===== src/rtl/mvu_result_sink.sv =====
// mvu_result_sink: credit-gated issue of MVU dot-product beats with a FWFT result FIFO.
// A last beat is only issued when a FIFO slot is reserved for its result.
module mvu_result_sink #(
    parameter int PE         = 2,
    parameter int ACCU_WIDTH = 16,
    parameter int FIFO_DEPTH = 4
) (
    input  logic                       clk,
    input  logic                       rst_n,
    input  logic                       in_valid,
    input  logic                       in_last,
    input  logic                       in_zero,
    output logic                       in_ready,
    output logic                       core_en,
    output logic                       core_last,
    output logic                       core_zero,
    input  logic                       core_vld,
    input  logic [PE*ACCU_WIDTH-1:0]   core_p,
    output logic                       m_axis_tvalid,
    input  logic                       m_axis_tready,
    output logic [PE*ACCU_WIDTH-1:0]   m_axis_tdata,
    output logic                       idle,
    output logic                       err_ovf
);
    localparam int DW = PE * ACCU_WIDTH;
    localparam int CW = $clog2(FIFO_DEPTH + 1);
    localparam int PW = $clog2(FIFO_DEPTH);
    localparam logic [CW:0] DEPTH_W = (CW + 1)'(FIFO_DEPTH);
    localparam logic [PW-1:0] LAST_PTR = PW'(FIFO_DEPTH - 1);

    logic [CW-1:0] count_q, count_d, inflight_q, inflight_d;
    logic [PW-1:0] wr_q, wr_d, rd_q, rd_d;
    logic          err_q, err_d, ready_q, ready_d;
    logic [DW-1:0] mem_q [FIFO_DEPTH];
    logic [CW:0]   used;
    logic          accept, ret, wr_en, rd_en, full;

    always_comb begin
        used          = {1'b0, count_q} + {1'b0, inflight_q};
        in_ready      = ready_q && (!in_last || used < DEPTH_W);
        accept        = in_valid && in_ready;
        core_en       = accept || inflight_q != '0;
        core_last     = accept && in_last;
        core_zero     = accept ? in_zero : core_en;
        m_axis_tvalid = count_q != '0;
        rd_en         = m_axis_tvalid && m_axis_tready;
        full          = count_q == CW'(FIFO_DEPTH);
        ret           = core_en && core_vld;
        wr_en         = ret && (!full || rd_en);
        // a return with nothing outstanding is stray and must not underflow the credit count
        inflight_d    = inflight_q + CW'(core_last) - CW'(ret && inflight_q != '0);
        count_d       = count_q + CW'(wr_en) - CW'(rd_en);
        wr_d          = wr_en ? (wr_q == LAST_PTR ? '0 : wr_q + 1'b1) : wr_q;
        rd_d          = rd_en ? (rd_q == LAST_PTR ? '0 : rd_q + 1'b1) : rd_q;
        err_d         = err_q || (ret && full && !rd_en);
        ready_d       = 1'b1;
        m_axis_tdata  = m_axis_tvalid ? mem_q[rd_q] : '0;
        idle          = inflight_q == '0 && count_q == '0;
        err_ovf       = err_q;
    end

    always_ff @(posedge clk or negedge rst_n) begin
        if (!rst_n) begin
            count_q    <= '0;
            inflight_q <= '0;
            wr_q       <= '0;
            rd_q       <= '0;
            err_q      <= 1'b0;
            ready_q    <= 1'b0;
        end else begin
            count_q    <= count_d;
            inflight_q <= inflight_d;
            wr_q       <= wr_d;
            rd_q       <= rd_d;
            err_q      <= err_d;
            ready_q    <= ready_d;
        end
    end

    always_ff @(posedge clk) begin
        if (wr_en) mem_q[wr_q] <= core_p;
    end
endmodule


===== config.mk =====
export PLATFORM = sky130hd
export DESIGN_NAME = mvu_result_sink
export DESIGN_NICKNAME = d
export VERILOG_FILES = /design/src/rtl/mvu_result_sink.sv
export SDC_FILE = /design/constraint.sdc
export NUM_CORES = 1
export LEC_CHECK = 0
export CAP_MARGIN = 20
export CORE_MARGIN = 4
export CORE_UTILIZATION = 35
export CTS_CLUSTER_DIAMETER = 120
export DETAILED_ROUTE_END_ITERATION = 8
export PLACE_DENSITY = 0.56
export SLEW_MARGIN = 20
export SYNTH_ARGS = -nofsm -noshare
export SYNTH_HDL_FRONTEND = slang
export SYNTH_SLANG_ARGS = --single-unit
export TNS_END_PERCENT = 30

===== constraint.sdc =====
create_clock -name clk -period 2.5 [get_ports clk]
set_input_delay 0.625 -clock clk [delete_from_list [all_inputs] [get_ports clk]]
set_output_delay 0.625 -clock clk [all_outputs]
set_load 0.01 [all_outputs]

==> flow_summary.yaml <==
run_status:
  status: "complete, but fails checks"
  violations: "negative setup slack"
die:
  core.rowCount: 45
  core_sq_mm: 0.0154
  pin_count: 78
  start_util: 0.363
  die_h_um: 134
  die_x_um: 134
  die_area_sq_mm: 0.0181
yosys:
  synth.avg_cell_area_sq_um: 20.3
  ys_types: 29
  yosys.area.top_type: "edfxtp_1"
  synth_area_leaders: "edfxtp_1 (69%), mux4_2 (13%), dfrtp_1 (5.4%)"
  syn_area_sq_mm: 0.00560
  synth_warnings: 0
  yosys.area.top_type_share: 0.686
  synth_nets: 328
  synth-seq-area-share: 0.740
  ys_seq_elements: 140
  netlist_instances: 276
sta:
  rsz0062_at_grt: "true"
  worstMarginPinSlew_ns: 0.594
  timing.fmax_mhz: 391
  fin_crit_sh: 1.02
  layout_setup_ws_ns: -0.0561
  fin_crit_ns: 2.56
  finalSetupViolations: 8
  slew_violations: 0
  hold_viol: 0
  fin_skew_ns: 0.00673
  maxSlewHeadroom: 0.603
cts:
  clk_pin_slew_ns: 0.06
  clock-root-buffer: "clkbuf_16"
  clk_latency_ns: 0.41
  clockBufferDepth: 2
  htreeDepth: 4
  cts_sinks: 140
  cts_tree: "yes"
  cts_buffers: 17
layout:
  seq_area_sq_mm: 0.00415
  drive_gt1_frac: 0.451
  multi_input_area_sq_mm: 0.00149
  post-route-cell-area_sq_mm: 0.00786
  n_antenna_cell: 0
  fillers: 1306
  final_cell_mix: "edfxtp_1 (128), clkdlybuf4s50_1 (38), mux4_2 (32), buf_6 (25), and2_4 (24)"
  area_delta_synth_final_pct: 40.3
  mostFrequentLayoutCell: "edfxtp_1"
  final_cells: 621
  fin_nets: 450
power:
  leakage_nw: 2.85
  vdd_drop_max_v: 0.000642
  powerDensity_mw_per_mm2: 1290
critical_path:
  cp.required_ns: 1.88
  worstSetupPathType: "flip-flop to output pin"
  cp-end-kind: "output pin"
  crit_arrival_ns: 1.93
  cp-start-kind: "flip-flop"
  critPathMaxFanout: 4
global_route:
  grt-ovfl-total: 0
  grt_pass1_vias: 3130
  grt_first_pass_wirelength_um: 17300
  grt_max_degree: 25
  track_usage: 0.130
  antenna_found_initial: 0
route:
  dr_wl_met2_um: 5900
  drt.antenna.violating_nets: 0
  drt_iter0_markers: 172
  num_vias: 2864
  routed_wl_um: 11400
  wl_per_cell_um: 18.3
  route.top_layer_used: "met4"
  viasPerCell: 4.61
  drc: 0
  drtPass1Iterations: 6
  wl_met1_um: 4870
  dr_wl_met3_um: 469
job:
  maxCapViolCount: 0
placed_design:
  io_buffers: 77
  gp_congestion: 0.735
  dp.cells: 573
  hpwl_um: 6850
  placed_area_sq_mm: 0.00694
min_path:
  hold_class: "flip-flop to flip-flop"
[logic make-up (layout without fill, tap and decap cells)]
group                    after synthesis  in the layout  synth area share
buffers and inverters                 24            158            0.0183
other                                  1              1          0.000670
flip-flops                           140            140             0.740
XOR/XNOR                               4              4           0.00626
AND/OR/NAND/NOR                       55             55            0.0603
adder cells (fa/ha/maj)               13             13            0.0317
AO/OA/AOI/OAI                          4              4           0.00648
multiplexers                          35             35             0.136
[worst paths after layout]
kind | end | cells past startpoint | start | slack, ns
hold / removal | err_ovf | 1 | err_ovf | 0.49
hold reg to reg | err_ovf | 1 | err_ovf | 0.49
setup reg to reg | count_q[2] | 12 | count_q[2] | -0.04
max in group asynchronous | rd_q[0] | 1 | rst_n | 1.48
setup / recovery | core_zero | 6 | count_q[2] | -0.06
min in group asynchronous | err_ovf | 1 | rst_n | 0.59
[worst max-delay path, stage by stage, from the launching register on]
cell	delay [ns]
dfrtp_2	0.43
ha_4	0.28
nor3_4	0.04
buf_4	0.12
a311o_2	0.41
o31a_2	0.13
buf_6	0.12
[registers in the layout, summed over array words and instances (netlist names)]
| signal | count |
|---|---|
| rd_q | 2 |
| inflight_q | 3 |
| count_q | 3 |
| ready_q | 1 |
| mem_q | 128 |
| err_ovf | 1 |
| wr_q | 2 |
[synthesized netlist by cell type]
master,n
mux4_2,32
mux2_2,1
o21bai_1,1
nand3_1,2
clkbuf_1,8
and2_1,34
nor3_1,2
nor2b_1,1
or4b_2,1
nand2_1,4
a21o_1,1
o31a_2,1
and3b_1,1
buf_2,4
fa_1,2
mux2_4,2
buf_6,1
conb_1,1
or3_4,1
dfrtp_1,12
and3_1,1
and2_2,4
ha_1,11
nor2_1,3
xnor2_1,4
or3_1,1
edfxtp_1,128
a311o_2,1
inv_1,11
[per-stage QoR]
step	TNS, ns	total power [W]	setup slack (ns)	hold slack, ns	util
2_1_floorplan	-0.0671	0.00528	-0.0671	0.329	-
3_3_place_gp	-22.34	0.00707	-0.442	0.483	0.450
3_5_place_dp	-29.85	0.00712	-0.546	0.477	0.450
4_1_cts	-1.42	0.00992	-0.174	0.494	0.497
5_1_grt	-1.93	0.0107	-0.131	0.505	0.509
6_report	-0.329	0.0102	-0.0561	0.487	0.509
[layout make-up]
type,count,area share
sequential,140,0.528
timing repair buffer,116,0.170
tap,211,0.0336
clock buffer,18,0.0546
clock inverter,13,0.0193
inverter,11,0.00526
multi-input combinational,112,0.190
[per-layer routing]
| layer | up-vias | GRT usage |
|---|---|---|
| li1 | 1319 | - |
| met5 | - | 0 |
| met2 | 56 | 0.214 |
| met4 | 0 | 0.0543 |
| met3 | 8 | 0.0432 |
| met1 | 1481 | 0.159 |
[where the power goes]
part,total (W),internal [W],switching (W)
logic,0.00442,0.00264,0.00177
clock network,0.00245,0.00155,0.000897
registers,0.00331,0.00313,0.000178
total,0.0102,0.00732,0.00285
[what timing repair did]
action / CTS / global route
resized for setup: 176 / 31
cloned: 3 / 3
hold endpoints to repair: 0 / 0
setup endpoints to repair: 39 / 39
hold buffers: 0 / 0
pin swaps: 17 / 15
setup buffers: 7 / 5
(Power assumes the default switching activity.)
